File: src/rtl/led_seq_pkg.sv
// led_seq_pkg
//   Shared types and constants for the LED phase sequencer.
//   - state_t : sequencer FSM states (one settle + one acquire per phase)
//   - phase_t : phase-select codes derived from the state
//   - DC_W / PGA_W / ADC_W : AFE field widths
//   - helpers : state classification and a saturating subtractor
package led_seq_pkg;

    localparam int DC_W  = 7;
    localparam int PGA_W = 4;
    localparam int ADC_W = 8;

    typedef enum logic [2:0] {
        S_IDLE       = 3'd0,
        S_RED_SETTLE = 3'd1,
        S_RED_ACQ    = 3'd2,
        S_IR_SETTLE  = 3'd3,
        S_IR_ACQ     = 3'd4,
        S_AMB_SETTLE = 3'd5,
        S_AMB_ACQ    = 3'd6
    } state_t;

    typedef enum logic [1:0] {
        PH_NONE = 2'd0,
        PH_RED  = 2'd1,
        PH_IR   = 2'd2,
        PH_AMB  = 2'd3
    } phase_t;

    function automatic phase_t phase_of(input state_t s);
        phase_t p;
        case (s)
            S_RED_SETTLE, S_RED_ACQ: p = PH_RED;
            S_IR_SETTLE,  S_IR_ACQ:  p = PH_IR;
            S_AMB_SETTLE, S_AMB_ACQ: p = PH_AMB;
            default:                 p = PH_NONE;
        endcase
        return p;
    endfunction

    function automatic logic is_settle(input state_t s);
        return (s == S_RED_SETTLE) || (s == S_IR_SETTLE) || (s == S_AMB_SETTLE);
    endfunction

    function automatic logic is_acq(input state_t s);
        return (s == S_RED_ACQ) || (s == S_IR_ACQ) || (s == S_AMB_ACQ);
    endfunction

    // a - b clamped at zero (ambient can exceed the LED-lit reading).
    function automatic logic [ADC_W-1:0] sat_sub(input logic [ADC_W-1:0] a,
                                                 input logic [ADC_W-1:0] b);
        return (a > b) ? (a - b) : '0;
    endfunction

endpackage

File: src/rtl/sample_accumulator.sv
// sample_accumulator
//   Sums 2^ACQ_LOG2 ADC samples and presents their truncated mean. One
//   instance is shared by all three phases; the sequencer clears it during
//   every settle window.
//   Ports:
//     clk  - clock, rising edge
//     rst  - synchronous active-high reset
//     clr  - clear the running sum this cycle
//     add  - add ADC into the running sum this cycle
//     ADC  - current ADC sample
//     avg  - (running sum + current ADC) >> ACQ_LOG2; valid on the last
//            acquisition cycle, so the final sample needs no extra cycle
module sample_accumulator
    import led_seq_pkg::*;
#(
    parameter int ACQ_LOG2 = 2
) (
    input  logic             clk,
    input  logic             rst,
    input  logic             clr,
    input  logic             add,
    input  logic [ADC_W-1:0] ADC,
    output logic [ADC_W-1:0] avg
);

    // 2^ACQ_LOG2 samples of at most 255 always fit in ADC_W+ACQ_LOG2 bits.
    localparam int ACC_W = ADC_W + ACQ_LOG2;

    logic [ACC_W-1:0] r_acc;
    logic [ACC_W-1:0] w_sum;

    assign w_sum = r_acc + ACC_W'(ADC);
    assign avg   = w_sum[ACC_W-1:ACQ_LOG2];

    always_ff @(posedge clk) begin
        if (rst || clr) begin
            r_acc <= '0;
        end else if (add) begin
            r_acc <= w_sum;
        end
    end

endmodule

File: src/rtl/led_phase_sequencer.sv
// led_phase_sequencer
//   Time-multiplexes the photodiode AFE over RED, IR and ambient phases.
//   Each phase: drive LEDs/DC_Comp/PGA_Gain, wait SETTLE_CYC cycles, then
//   average 2^ACQ_LOG2 ADC samples. One coherent RED/IR/AMB triple is
//   published per frame with a one-cycle sample_valid strobe.
//   Optional build macro: AMB_SUB_EN -- publish RED/IR as (pending - ambient)
//   saturated at 0; AMB_ADC_Value stays raw.
//   Ports:
//     CLK, rst            - clock, synchronous active-high reset
//     enable              - run frames while high (checked at frame end)
//     cfg_load, cfg_*     - shadow-register load of per-LED DC/PGA settings
//     ADC                 - ADC sample, valid every cycle
//     LED_RED, LED_IR     - LED enables
//     DC_Comp, PGA_Gain   - AFE settings for the current phase
//     *_ADC_Value         - published per-frame averages
//     sample_valid        - one-cycle pulse when the triple updates
//     frame_cnt           - completed frame count, wraps 255->0
//     busy                - high whenever the FSM is not idle
//     dbg_state           - current FSM state (debug visibility)
module led_phase_sequencer
    import led_seq_pkg::*;
#(
    parameter int SETTLE_CYC = 4,
    parameter int ACQ_LOG2   = 2
) (
    input  logic             CLK,
    input  logic             rst,
    input  logic             enable,
    input  logic             cfg_load,
    input  logic [DC_W-1:0]  cfg_red_dc,
    input  logic [PGA_W-1:0] cfg_red_pga,
    input  logic [DC_W-1:0]  cfg_ir_dc,
    input  logic [PGA_W-1:0] cfg_ir_pga,
    input  logic [ADC_W-1:0] ADC,
    output logic             LED_RED,
    output logic             LED_IR,
    output logic [DC_W-1:0]  DC_Comp,
    output logic [PGA_W-1:0] PGA_Gain,
    output logic [ADC_W-1:0] RED_ADC_Value,
    output logic [ADC_W-1:0] IR_ADC_Value,
    output logic [ADC_W-1:0] AMB_ADC_Value,
    output logic             sample_valid,
    output logic [7:0]       frame_cnt,
    output logic             busy,
    output logic [2:0]       dbg_state
);

    localparam int         ACQ_N       = 1 << ACQ_LOG2;
    localparam logic [7:0] SETTLE_LAST = 8'(SETTLE_CYC - 1);
    localparam logic [7:0] ACQ_LAST    = 8'(ACQ_N - 1);

    // ------------------------------------------------------------------
    // State and phase counter
    // ------------------------------------------------------------------
    state_t r_state;
    state_t w_state_nxt;
    logic [7:0] r_cnt;
    logic       w_phase_done;

    // Shadow (loaded any time) and active (frame-stable) settings
    logic [DC_W-1:0]  r_shd_red_dc,  r_act_red_dc,  w_act_red_dc_nxt;
    logic [PGA_W-1:0] r_shd_red_pga, r_act_red_pga, w_act_red_pga_nxt;
    logic [DC_W-1:0]  r_shd_ir_dc,   r_act_ir_dc,   w_act_ir_dc_nxt;
    logic [PGA_W-1:0] r_shd_ir_pga,  r_act_ir_pga,  w_act_ir_pga_nxt;
    logic             w_enter_red;

    // Registered-output next values
    logic             w_led_red_nxt;
    logic             w_led_ir_nxt;
    logic [DC_W-1:0]  w_dc_nxt;
    logic [PGA_W-1:0] w_pga_nxt;

    // Accumulator / results
    logic             w_acc_clr;
    logic             w_acc_add;
    logic [ADC_W-1:0] w_avg;
    logic [ADC_W-1:0] r_red_pend;
    logic [ADC_W-1:0] r_ir_pend;
    logic [ADC_W-1:0] w_red_pub;
    logic [ADC_W-1:0] w_ir_pub;
    logic             w_publish;

    assign dbg_state = r_state;

    // ------------------------------------------------------------------
    // FSM next state, plus next values of every registered output
    // ------------------------------------------------------------------
    always_comb begin
        w_phase_done = 1'b0;
        if (is_settle(r_state)) begin
            w_phase_done = (r_cnt == SETTLE_LAST);
        end else if (is_acq(r_state)) begin
            w_phase_done = (r_cnt == ACQ_LAST);
        end
    end

    always_comb begin
        w_state_nxt = r_state;
        case (r_state)
            S_IDLE:       if (enable)       w_state_nxt = S_RED_SETTLE;
            S_RED_SETTLE: if (w_phase_done) w_state_nxt = S_RED_ACQ;
            S_RED_ACQ:    if (w_phase_done) w_state_nxt = S_IR_SETTLE;
            S_IR_SETTLE:  if (w_phase_done) w_state_nxt = S_IR_ACQ;
            S_IR_ACQ:     if (w_phase_done) w_state_nxt = S_AMB_SETTLE;
            S_AMB_SETTLE: if (w_phase_done) w_state_nxt = S_AMB_ACQ;
            // enable is only looked at here, so a frame always runs to completion
            S_AMB_ACQ:    if (w_phase_done) w_state_nxt = enable ? S_RED_SETTLE : S_IDLE;
            default:                        w_state_nxt = S_IDLE;
        endcase
    end

    // Settings move shadow->active only when a frame begins. A cfg_load on
    // that same edge bypasses the shadow so the new values take effect now.
    always_comb begin
        w_enter_red       = (w_state_nxt == S_RED_SETTLE) && (r_state != S_RED_SETTLE);
        w_act_red_dc_nxt  = r_act_red_dc;
        w_act_red_pga_nxt = r_act_red_pga;
        w_act_ir_dc_nxt   = r_act_ir_dc;
        w_act_ir_pga_nxt  = r_act_ir_pga;
        if (w_enter_red) begin
            w_act_red_dc_nxt  = cfg_load ? cfg_red_dc  : r_shd_red_dc;
            w_act_red_pga_nxt = cfg_load ? cfg_red_pga : r_shd_red_pga;
            w_act_ir_dc_nxt   = cfg_load ? cfg_ir_dc   : r_shd_ir_dc;
            w_act_ir_pga_nxt  = cfg_load ? cfg_ir_pga  : r_shd_ir_pga;
        end
    end

    // Outputs follow the state being entered, so they switch on the same edge.
    // Ambient uses the RED settings to keep the AFE baseline comparable.
    always_comb begin
        w_led_red_nxt = 1'b0;
        w_led_ir_nxt  = 1'b0;
        w_dc_nxt      = '0;
        w_pga_nxt     = '0;
        case (phase_of(w_state_nxt))
            PH_RED: begin
                w_led_red_nxt = 1'b1;
                w_dc_nxt      = w_act_red_dc_nxt;
                w_pga_nxt     = w_act_red_pga_nxt;
            end
            PH_IR: begin
                w_led_ir_nxt  = 1'b1;
                w_dc_nxt      = w_act_ir_dc_nxt;
                w_pga_nxt     = w_act_ir_pga_nxt;
            end
            PH_AMB: begin
                w_dc_nxt      = w_act_red_dc_nxt;
                w_pga_nxt     = w_act_red_pga_nxt;
            end
            default: ;
        endcase
    end

    always_ff @(posedge CLK) begin
        if (rst) begin
            r_state <= S_IDLE;
            r_cnt   <= '0;
        end else begin
            r_state <= w_state_nxt;
            if ((w_state_nxt != r_state) || (r_state == S_IDLE)) begin
                r_cnt <= '0;
            end else begin
                r_cnt <= r_cnt + 8'd1;
            end
        end
    end

    always_ff @(posedge CLK) begin
        if (rst) begin
            r_shd_red_dc  <= '0;
            r_shd_red_pga <= '0;
            r_shd_ir_dc   <= '0;
            r_shd_ir_pga  <= '0;
            r_act_red_dc  <= '0;
            r_act_red_pga <= '0;
            r_act_ir_dc   <= '0;
            r_act_ir_pga  <= '0;
        end else begin
            if (cfg_load) begin
                r_shd_red_dc  <= cfg_red_dc;
                r_shd_red_pga <= cfg_red_pga;
                r_shd_ir_dc   <= cfg_ir_dc;
                r_shd_ir_pga  <= cfg_ir_pga;
            end
            r_act_red_dc  <= w_act_red_dc_nxt;
            r_act_red_pga <= w_act_red_pga_nxt;
            r_act_ir_dc   <= w_act_ir_dc_nxt;
            r_act_ir_pga  <= w_act_ir_pga_nxt;
        end
    end

    always_ff @(posedge CLK) begin
        if (rst) begin
            LED_RED  <= 1'b0;
            LED_IR   <= 1'b0;
            DC_Comp  <= '0;
            PGA_Gain <= '0;
            busy     <= 1'b0;
        end else begin
            LED_RED  <= w_led_red_nxt;
            LED_IR   <= w_led_ir_nxt;
            DC_Comp  <= w_dc_nxt;
            PGA_Gain <= w_pga_nxt;
            busy     <= (w_state_nxt != S_IDLE);
        end
    end

    // ------------------------------------------------------------------
    // Shared accumulator and per-phase results
    // ------------------------------------------------------------------
    assign w_acc_clr = is_settle(r_state);
    assign w_acc_add = is_acq(r_state);

    sample_accumulator #(
        .ACQ_LOG2 (ACQ_LOG2)
    ) u_acc (
        .clk (CLK),
        .rst (rst),
        .clr (w_acc_clr),
        .add (w_acc_add),
        .ADC (ADC),
        .avg (w_avg)
    );

    // Last ambient sample: the ambient average is taken straight from the
    // accumulator so the triple lands one cycle after that sample.
    assign w_publish = (r_state == S_AMB_ACQ) && w_phase_done;

`ifdef AMB_SUB_EN
    assign w_red_pub = sat_sub(r_red_pend, w_avg);
    assign w_ir_pub  = sat_sub(r_ir_pend, w_avg);
`else
    assign w_red_pub = r_red_pend;
    assign w_ir_pub  = r_ir_pend;
`endif

    always_ff @(posedge CLK) begin
        if (rst) begin
            r_red_pend    <= '0;
            r_ir_pend     <= '0;
            RED_ADC_Value <= '0;
            IR_ADC_Value  <= '0;
            AMB_ADC_Value <= '0;
            sample_valid  <= 1'b0;
            frame_cnt     <= '0;
        end else begin
            if ((r_state == S_RED_ACQ) && w_phase_done) begin
                r_red_pend <= w_avg;
            end
            if ((r_state == S_IR_ACQ) && w_phase_done) begin
                r_ir_pend <= w_avg;
            end
            sample_valid <= w_publish;
            if (w_publish) begin
                RED_ADC_Value <= w_red_pub;
                IR_ADC_Value  <= w_ir_pub;
                AMB_ADC_Value <= w_avg;
                frame_cnt     <= frame_cnt + 8'd1;
            end
        end
    end

endmodule
File: config.mk
export PLATFORM = sky130hd
export DESIGN_NAME = led_phase_sequencer
export DESIGN_NICKNAME = d
export VERILOG_FILES = /design/src/rtl/led_seq_pkg.sv /design/src/rtl/sample_accumulator.sv /design/src/rtl/led_phase_sequencer.sv
export SDC_FILE = /design/constraint.sdc
export NUM_CORES = 1
export LEC_CHECK = 0
export CAP_MARGIN = 15
export CORE_MARGIN = 2
export CORE_UTILIZATION = 25
export CTS_BUF_LIST = sky130_fd_sc_hd__clkbuf_16
export CTS_CLUSTER_SIZE = 30
export DETAILED_ROUTE_END_ITERATION = 6
export PLACE_DENSITY = 0.44
export SYNTH_ARGS = -nofsm -noshare
export SYNTH_HDL_FRONTEND = slang
export SYNTH_SLANG_ARGS = --single-unit
File: constraint.sdc
create_clock -name CLK -period 4.8 [get_ports CLK]
set_clock_uncertainty 0.05 [all_clocks]
set_input_delay 0.48 -clock CLK [delete_from_list [all_inputs] [get_ports CLK]]
set_output_delay 0.48 -clock CLK [all_outputs]
set_load 0.01 [all_outputs]
==> metrics.yaml, run 1 <==
clock_network:
  cts.clk_slew.worst_paths_ns: 0.06
  cts-root-buf: "clkbuf_16"
  clock_latency_ns: 0.42
  hold_buffers: 0
  numCtsBuffers: 17
  cts_resized: 0
  cts_tree: "built"
  cts_htree_levels: 4
  max-clock-path-buffers: 2
  postCtsSetupBuffers: 0
  cts.sink_count: 128
sta:
  worst_slew_pin_slew_ns: 0.924
  fmax_mhz: 271
  finalHoldViolations: 0
  final_max_slew_viol_count: 0
  final.setup.tns_ns: 0
  post-route-period-util: 0.769
  hold_slack_ns: 0.402
  setup_viol: 0
  worst_slack_ns: 1.11
  period_needed_ns: 3.69
  rsz0062_at_grt: "false"
  slew_headroom: 0.379
detailed_routing:
  drt-total-wl_microns: 13400
  wl_met3_microns: 668
  drc: 0
  met2_length_microns: 6110
  routedWlPerCell_microns: 14.0
  highest_layer: "met4"
  drt_iter0_drc: 149
  drtPass1Iterations: 4
  vias_per_cell: 4.50
  wl_met1_microns: 6340
  vias: 4309
  antenna_left: 0
power:
  p_leak_nw: 2.58
  ir_drop_uv: 158
  power.density_nw_per_um2: 370
yosys:
  avgSynthCellArea_sq_um: 9.07
  synth_ff_type: "dfxtp_1"
  ys_async_sr_fraction: 0
  synth_cells: 599
  ys_ff_latch: 128
  synth_nets: 648
  yosys.cell_types.count: 57
  synth_area_sq_um: 5430
  synth_area_leaders: "dfxtp_1 (47%), nand2_1 (5.9%), mux2i_1 (5.0%)"
  synth_largest_area_cell: "dfxtp_1"
  yosys_warnings: 0
  synth_edf_count: 0
  yosysTopAreaCellShare: 0.472
  yosysSeqAreaShare: 0.472
hold_path:
  min_path_type: "register to register"
  holdPathStages: 2
global_routing:
  grt_pass1_wl_microns: 21500
  first_global_vias: 4267
  grt_max_degree: 58
  grt.overflow.total: 0
  track_usage: 0.122
  antenna_found_initial: 0
cells_and_area:
  syn2layout_area_growth_pct: 30.9
  fin_nets: 718
  stdcell_count: 957
  antenna_cells: 0
  drive_above_1_share: 0.111
  nFillCells: 2161
place:
  dp_hpwl_microns: 9570
  port_buffers: 83
  dp_slack_ns: 1.05
  gp_congestion: 0.731
  dp.cells: 924
floorplanning:
  die-area_sq_um: 22900
  io_pins: 84
  start_util: 0.257
  core_area_sq_um: 21200
  die_height_microns: 151
  rows: 53
  fp.dieW_microns: 151
worst_setup_path:
  end_kind: "register"
  cp_max_fo: 13
  cp_slowest_cell: "ha_1"
  rr_worst_depth: 10
  worstPathArrival_ns: 3.93
  path_class: "register to register"
  worst_path_largest_cell_delay_ns: 0.61
  cp.required_ns: 5.04
  startpoint_type: "register"
  crit_chain: "ha_1 -> or3b_2 -> nor2_2 -> o22ai_1 -> a221o_1 -> ha_1 -> nor2_1 -> and4_1 -> nor2_2 -> o2bb2ai_1"
status:
  status: "completed"
job:
  cap_violations: 0
## logic make-up after synthesis
logic type,count (synthesis),synth area share
adder cells (fa/ha/maj),16,0.0378
multiplexers,50,0.0974
AO/OA/AOI/OAI,95,0.114
XOR/XNOR,16,0.0258
buffers and inverters,57,0.0444
AND/OR/NAND/NOR,237,0.209
flip-flops,128,0.472
## worst max-delay path, delay by kind of cell, from the launching register on
| kind | cells | cell delay [ns] |
|---|---|---|
| compound gates | 3 | 0.66 |
| simple gates | 5 | 1.62 |
| flops | 1 | 0.37 |
| fa+ha+maj | 2 | 0.86 |
## cells in the final DEF, fill, tap and decap left out, types with 6 or more instances in the layout
cell and count:
dfxtp_1 128, nor2b_1 15, nand3_1 16, clkdlybuf4s50_1 82
xor2_1 9, inv_6 9, nor2_1 69, inv_1 21
o2bb2ai_1 11, nand2_1 86, clkbuf_16 17, mux2_2 23
mux2i_1 27, xnor2_1 7, nor3_1 6, a21oi_1 46
nand3b_1 6, ha_1 14
## synth_stat cells (all sizes together) (2+ instances only)
cell / count
and3: 4
ha: 14
a2111oi: 4
nor3b: 3
xnor2: 7
mux2i: 27
or4: 3
clkbuf: 25
inv: 21
a211oi: 3
nor2: 71
nand2: 86
a31oi: 3
nand3b: 6
nor4: 3
o311ai: 3
nand3: 16
nand4: 5
and4: 2
and2: 4
xor2: 9
o31ai: 6
a21o: 2
o21ai: 6
buf: 11
o211ai: 3
a21oi: 46
o21a: 2
dfxtp: 128
or3: 3
o2bb2ai: 11
nand2b: 2
nor3: 8
mux2: 23
or2: 2
nor2b: 15
## final cells by class
class                      instances  area [sq um]  area share
sequential                       128          2560       0.360
timing repair buffer              87           866       0.122
tap                              275           344      0.0484
inverter                          21          78.8      0.0111
clock inverter                    15           193      0.0271
multi-input combinational        414          2640       0.372
clock buffer                      17           425      0.0598
## power breakdown
| group | leakage (nW) | internal [mW] | switching (mW) | total [mW] |
|---|---|---|---|---|
| sequential | 1.04 | 1.09 | 0.0119 | 1.11 |
| combinational | 1.24 | 0.0879 | 0.0874 | 0.175 |
| clock | 0.297 | 0.832 | 0.520 | 1.35 |
| total | 2.58 | 2.01 | 0.619 | 2.63 |
## layer usage
| metal | GRT usage | up-vias |
|---|---|---|
| met5 | 0 | - |
| met4 | 0.0593 | 0 |
| met3 | 0.0253 | 20 |
| met2 | 0.190 | 88 |
| met1 | 0.162 | 2006 |
| li1 | - | 2195 |
## through the flow
step	total power [mW]	area (sq um)	utilization
2_1_floorplan	1.23	5430	-
3_3_place_gp	1.30	6480	0.306
3_5_place_dp	1.31	6480	0.306
4_1_cts	2.67	7100	0.335
5_1_grt	2.73	7110	0.336
6_report	2.63	7110	0.336
## final timing paths
path | slack, ns | start | endpoint
max | 1.11 | r_cnt[0]$_SDFF_PP0_ | DC_Comp[3]$_SDFF_PP0_
min | 0.40 | IR_ADC_Value[2]$_SDFFE_PP0P_ | IR_ADC_Value[2]$_SDFFE_PP0P_
max reg2reg | 1.11 | r_cnt[0]$_SDFF_PP0_ | DC_Comp[3]$_SDFF_PP0_
min reg2reg | 0.40 | IR_ADC_Value[2]$_SDFFE_PP0P_ | IR_ADC_Value[2]$_SDFFE_PP0P_
## sequential cells by signal, summed over array words and instances, names as in the netlist, 7 cells and up
name / cells
AMB_ADC_Value: 8
DC_Comp: 7
IR_ADC_Value: 8
RED_ADC_Value: 8
frame_cnt: 8
r_act_ir_dc: 7
r_act_red_dc: 7
r_cnt: 8
r_ir_pend: 8
r_red_pend: 8
r_shd_ir_dc: 7
r_shd_red_dc: 7
u_acc.r_acc: 10
Power figures use the tool's default switching activity.
==> run 2, diff against run 1 <==
==> constraint.sdc (replaced) <==
create_clock -name CLK -period 3.8 [get_ports CLK]
set_clock_uncertainty 0.05 [all_clocks]
set_input_delay 0.38 -clock CLK [delete_from_list [all_inputs] [get_ports CLK]]
set_output_delay 0.38 -clock CLK [all_outputs]
set_load 0.01 [all_outputs]
==> run 2 against run 1 <==
  * Clock power grew 12%
  * Sequential power grew 26%
  * Power grew 19%
  * Flip-flop and latch count is the same
  * Utilization shrank 0.25 points
  * Cell count grew 0.21%
  * Register-to-register slack lost 0.60 ns
  * Global-route usage is essentially flat
  * First-iteration DRC count grew 53%
  * Sequential share of layout area grew 0.27 points
  * Clock-buffer cell count is the same
  * Die area is the same
==> metrics.yaml, run 2 (same netlist as run 1, synthesis figures left out) <==
sta:
  worst_slew_pin_slew_ns: 0.844  # was 0.924 ns
  fmax_mhz: 304  # was 271 MHz
  post-route-period-util: 0.866  # was 0.769
  final_max_slew_viol_count: 0  # unchanged
  setup_viol: 0  # unchanged
  rsz0062_at_grt: "false"  # unchanged
  finalHoldViolations: 0  # unchanged
  final.setup.tns_ns: 0  # unchanged
  hold_slack_ns: 0.402  # about the same
  slew_headroom: 0.435  # was 0.379
  period_needed_ns: 3.29  # was 3.69 ns
global_routing:
  grt_max_degree: 77  # was 58
  grt.overflow.total: 0  # unchanged
  grt_pass1_wl_microns: 21700  # was 21500 microns
  track_usage: 0.123  # was 0.122
  antenna_found_initial: 0  # unchanged
  first_global_vias: 4211  # was 4267
hold_path:
  min_path_type: "register to register"  # unchanged
  min_from: "RED_ADC_Value[0]$_SDFFE_PP0P_"  # was IR_ADC_Value[2]$_SDFFE_PP0P_
worst_setup_path:
  startpoint_type: "register"  # unchanged
  cp_max_fo: 12  # was 13
  end_kind: "register"  # unchanged
  cp.required_ns: 4.06  # was 5.04 ns
  r2r_start: "r_cnt[0]$_SDFF_PP0_"  # unchanged
  crit_start: "r_cnt[0]$_SDFF_PP0_"  # unchanged
  worstPathArrival_ns: 3.55  # was 3.93 ns
  path_class: "register to register"  # unchanged
cells_and_area:
  regMostFlops: "u_acc.r_acc"  # unchanged
  antenna_cells: 0  # unchanged
  fin_nets: 720  # was 718
  largest_reg_flops: 10  # unchanged
  final_cell_mix: "dfxtp_1 (128), nand2_1 (86), clkdlybuf4s50_1 (82)"  # unchanged
  drive_above_1_share: 0.113  # was 0.111
  syn2layout_area_growth_pct: 29.9  # was 30.9%
  final_common_cell: "dfxtp_1"  # unchanged
detailed_routing:
  drtPass1Iterations: 5  # was 4
  drc: 0  # unchanged
  vias: 4382  # was 4309
  vias_per_cell: 4.57  # was 4.50
  drt-total-wl_microns: 13500  # was 13400 microns
  drt_iter0_drc: 228  # was 149
  routedWlPerCell_microns: 14.0  # about the same
  antenna_left: 0  # unchanged
clock_network:
  cts-root-buf: "clkbuf_16"  # unchanged
  numCtsBuffers: 17  # unchanged
  max-clock-path-buffers: 2  # unchanged
  cts.clk_slew.worst_paths_ns: 0.07  # was 0.06 ns
  cts_htree_levels: 4  # unchanged
  clock_latency_ns: 0.42  # about the same
  cts.sink_count: 128  # unchanged
  postCtsSetupBuffers: 0  # unchanged
  cts_tree: "built"  # unchanged
  hold_buffers: 0  # unchanged
  cts_resized: 0  # unchanged
place:
  gp_congestion: 0.789  # was 0.731
  port_buffers: 83  # unchanged
  dp_hpwl_microns: 9330  # was 9570 microns
floorplanning:
  die-area_sq_um: 22900  # unchanged
  rows: 53  # unchanged
  fp.dieW_microns: 151  # unchanged
  die_height_microns: 151  # unchanged
  io_pins: 84  # unchanged
  core_area_sq_um: 21200  # unchanged
  start_util: 0.257  # unchanged
status:
  status: "completed"  # unchanged
job:
  cap_violations: 0  # unchanged
power:
  p_leak_nw: 2.56  # was 2.58 nW
  power.density_nw_per_um2: 443  # was 370 nW/um^2
  ir_drop_uv: 213  # was 158 uV
[run 2: changes by cell type in the layout (fill, tap and decap cells not counted)]
cell and delta:
inv_6 -4, inv_8 +2, buf_4 +2, clkinv_4 +3, clkinv_1 +1, bufinv_16 -3, clkinv_2 +1
[run 2: critical path: stages (launching register included)]
cell,delay [ns]
dfxtp_1,0.38
ha_1,0.25
or3b_2,0.56
nor2_2,0.27
o22ai_1,0.13
a221o_1,0.39
ha_1,0.22
or3_1,0.38
nand2_1,0.07
a21oi_1,0.05
nor2_2,0.11
buf_4,0.21
o2bb2ai_1,0.11
[run 2: area by class of cell]
cell class                      instances  area, sq um
Tap cell                              275          344
Multi-Input combinational cell        414         2640
Clock buffer                           17          425
Sequential cell                       128         2560
Inverter                               21         78.8
Clock inverter                         15          125
Timing Repair Buffer                   89          881
Fill cell                            2151        14100
[run 2: report_power, final]
group	total [mW]	internal, mW	switching, mW
clock network	1.51	0.851	0.657
registers	1.40	1.38	0.0150
logic	0.223	0.112	0.111
[run 2: stage by stage]
step	cells	instance area [sq um]	setup WS (ns)	total power [mW]	util
after floorplan	599	5430	0.773	1.56	-
after global placement	926	6490	0.632	1.64	0.307
after detailed placement	926	6490	0.526	1.65	0.307
after CTS	958	7040	0.509	3.18	0.333
after global routing	959	7060	0.275	3.25	0.334
final	959	7060	0.508	3.13	0.334
[run 2: layer usage]
metal	vias up	GRT usage	routed length, microns
li1	2212	-	-
met1	2054	0.163	6570
met2	93	0.189	6010
met3	23	0.0319	605
met4	0	0.0500	282
met5	-	0	0
[run 2: final timing paths]
path / to / cells past startpoint / slack (ns)
worst min-delay path: RED_ADC_Value[0]$_SDFFE_PP0P_ / 2 / 0.40
worst max register to register: DC_Comp[2]$_SDFF_PP0_ / 12 / 0.51
worst min register to register: RED_ADC_Value[0]$_SDFFE_PP0P_ / 2 / 0.40
worst max-delay path: DC_Comp[2]$_SDFF_PP0_ / 12 / 0.51
==> run 3, diff against run 2 <==
--- a/config.mk
+++ b/config.mk
@@ -6,6 +6,7 @@
 export NUM_CORES = 1
 export LEC_CHECK = 0
 export CAP_MARGIN = 15
+export CORE_ASPECT_RATIO = 0.8
 export CORE_MARGIN = 2
 export CORE_UTILIZATION = 25
 export CTS_BUF_LIST = sky130_fd_sc_hd__clkbuf_16
==> run 3 against run 2 <==
  * First-iteration DRC count rose by 14%
  * Worst setup slack got worse by 0.20 ns
  * Global-route usage rose by 0.28 points
==> metrics.yaml, run 3 (same netlist as run 1, synthesis figures left out) <==
status:
  status: "completed"  # unchanged
clock_network:
  cts_tree: "built"  # unchanged
  cts_resized: 0  # unchanged
  numCtsBuffers: 17  # unchanged
  cts-root-buf: "clkbuf_16"  # unchanged
  postCtsSetupBuffers: 0  # unchanged
  cts.sink_count: 128  # unchanged
  cts.clk_slew.worst_paths_ns: 0.06  # was 0.07 ns
  hold_buffers: 0  # unchanged
  clock_latency_ns: 0.42  # about the same
  cts_htree_levels: 4  # unchanged
  max-clock-path-buffers: 2  # unchanged
sta:
  fmax_mhz: 286  # was 304 MHz
  hold_slack_ns: 0.401  # was 0.402 ns
  slew_headroom: 0.472  # was 0.435
  setup_viol: 0  # unchanged
  final_max_slew_viol_count: 0  # unchanged
  post-route-period-util: 0.919  # was 0.866
  worst_slew_pin_slew_ns: 0.787  # was 0.844 ns
  final.setup.tns_ns: 0  # unchanged
  period_needed_ns: 3.49  # was 3.29 ns
  worst_slack_ns: 0.308  # was 0.508 ns
  rsz0062_at_grt: "false"  # unchanged
  finalHoldViolations: 0  # unchanged
power:
  p_total_mw: 3.13  # about the same
  p_leak_nw: 2.57  # was 2.56 nW
  seqPwrFrac: 0.446  # was 0.447
  power.density_nw_per_um2: 443  # about the same
  clkPwrFrac: 0.481  # was 0.482
  intPower_mw: 2.39  # was 2.34 mW
  pwr-share-comb: 0.073  # was 0.071
  ir_drop_uv: 265  # was 213 uV
  p_sw_frac: 0.237  # was 0.250
  p_sw_mw: 0.744  # was 0.783 mW
global_routing:
  grt.overflow.total: 0  # unchanged
  first_global_vias: 4113  # was 4211
  grt_max_degree: 59  # was 77
  antenna_found_initial: 0  # unchanged
  track_usage: 0.126  # was 0.123
  grt_pass1_wl_microns: 22200  # was 21700 microns
cells_and_area:
  largest_reg_flops: 10  # unchanged
  final_common_cell: "dfxtp_1"  # unchanged
  antenna_cells: 0  # unchanged
  drive_above_1_share: 0.111  # was 0.113
  nFillCells: 2144  # was 2151
  final_area_sq_um: 7070  # was 7060 sq um
  final_cell_mix: "dfxtp_1 (128), nand2_1 (86), clkdlybuf4s50_1 (82)"  # unchanged
  regMostFlops: "u_acc.r_acc"  # unchanged
  syn2layout_area_growth_pct: 30.2  # was 29.9%
  fin_nets: 722  # was 720
detailed_routing:
  routedWlPerCell_microns: 14.6  # was 14.0 microns
  drt-total-wl_microns: 14100  # was 13500 microns
  drc: 0  # unchanged
  drtPass1Iterations: 6  # was 5
  vias_per_cell: 4.51  # was 4.57
  drt_iter0_drc: 261  # was 228
  vias: 4330  # was 4382
  antenna_left: 0  # unchanged
place:
  port_buffers: 83  # unchanged
  placed_area_sq_um: 6510  # was 6490 sq um
  dp_hpwl_microns: 9970  # was 9330 microns
  dp_slack_ns: 0.328  # was 0.526 ns
  gp_congestion: 0.783  # was 0.789
job:
  cap_violations: 0  # unchanged
worst_setup_path:
  cp_slowest_cell: "or3b_2"  # unchanged
  path_class: "register to register"  # unchanged
  worstPathArrival_ns: 3.72  # was 3.55 ns
  startpoint_type: "register"  # unchanged
  crit_buf_inv: 1  # unchanged
  crit_family: "simple AND/OR/NAND/NOR gates"  # unchanged
  worst_path_largest_cell_delay_ns: 0.56  # about the same
  end_kind: "register"  # unchanged
  cp.required_ns: 4.03  # was 4.06 ns
  cp_max_fo: 12  # unchanged
  crit_chain: "ha_1 -> or3b_2 -> nor2_2 -> nand2_1 -> mux2i_1 -> inv_1 -> ha_1 -> or3_1 -> nand2_1 -> a21oi_1 -> nor2_2 -> o2bb2ai_1"  # was ha_1 -> or3b_2 -> nor2_2 -> o22ai_1 -> a221o_1 -> ha_1 -> or3_1 -> nand2_1 -> a21oi_1 -> nor2_2 -> buf_4 -> o2bb2ai_1
floorplanning:
  fp.dieW_microns: 169  # was 151 microns
  die_height_microns: 136  # was 151 microns
  start_util: 0.253  # was 0.257
  core_area_sq_um: 21400  # was 21200 sq um
  rows: 48  # was 53
  die-area_sq_um: 22900  # about the same
  io_pins: 84  # unchanged
hold_path:
  min_path_type: "register to register"  # unchanged
[run 3: cell count changes in the layout (fill, tap and decap cells not counted), sizes merged]
| cell | delta |
|---|---|
| bufinv | +1 |
| inv | -5 |
| buf | +2 |
| clkinv | +4 |
[run 3: path summary, 6_finish.rpt]
kind / from / to / slack [ns] / depth (start not counted)
hold / removal: AMB_ADC_Value[2]$_SDFFE_PP0P_ / AMB_ADC_Value[2]$_SDFFE_PP0P_ / 0.40 / 2
setup / recovery: r_cnt[0]$_SDFF_PP0_ / DC_Comp[5]$_SDFF_PP0_ / 0.31 / 12
setup reg to reg: r_cnt[0]$_SDFF_PP0_ / DC_Comp[5]$_SDFF_PP0_ / 0.31 / 12
hold reg to reg: AMB_ADC_Value[2]$_SDFFE_PP0P_ / AMB_ADC_Value[2]$_SDFFE_PP0P_ / 0.40 / 2
[run 3: cell type report]
cell class,count,area [sq um],area share
Sequential cell,128,2560,0.362
Clock inverter,15,123,0.0173
Inverter,21,78.8,0.0111
Multi-Input combinational cell,414,2640,0.374
Tap cell,275,344,0.0487
Timing Repair Buffer,91,896,0.127
Clock buffer,17,425,0.0602
[run 3: routing by layer]
layer  global-route usage  up-vias  wire length [microns]
met2                0.189       56                   6390
met3               0.0352        5                    436
met4               0.0364        0                     91
met1                0.175     2068                   7150
met5                    0        -                      0
li1                     -     2201                      -
[run 3: metrics by stage]
step,utilization,instances
2_1_floorplan,-,599
3_3_place_gp,0.304,928
3_5_place_dp,0.304,928
4_1_cts,0.329,960
5_1_grt,0.330,961
6_report,0.330,961
[run 3: power by group through the flow]
stage,Combinational [mW],Clock [mW],Sequential (mW)
2_1_floorplan,0.132,0,1.42
3_3_place_gp,0.224,0,1.43
3_5_place_dp,0.227,0,1.43
4_1_cts,0.228,1.55,1.40
5_1_grt,0.251,1.62,1.40
6_report,0.228,1.51,1.40
[run 3: worst register-to-register path: stages, from the launching register on]
cell	delay (ns)
dfxtp_1	0.37
ha_1	0.25
or3b_2	0.56
nor2_2	0.28
nand2_1	0.09
mux2i_1	0.30
inv_1	0.12
ha_1	0.24
or3_1	0.36
nand2_1	0.07
a21oi_1	0.05
nor2_2	0.48
o2bb2ai_1	0.15
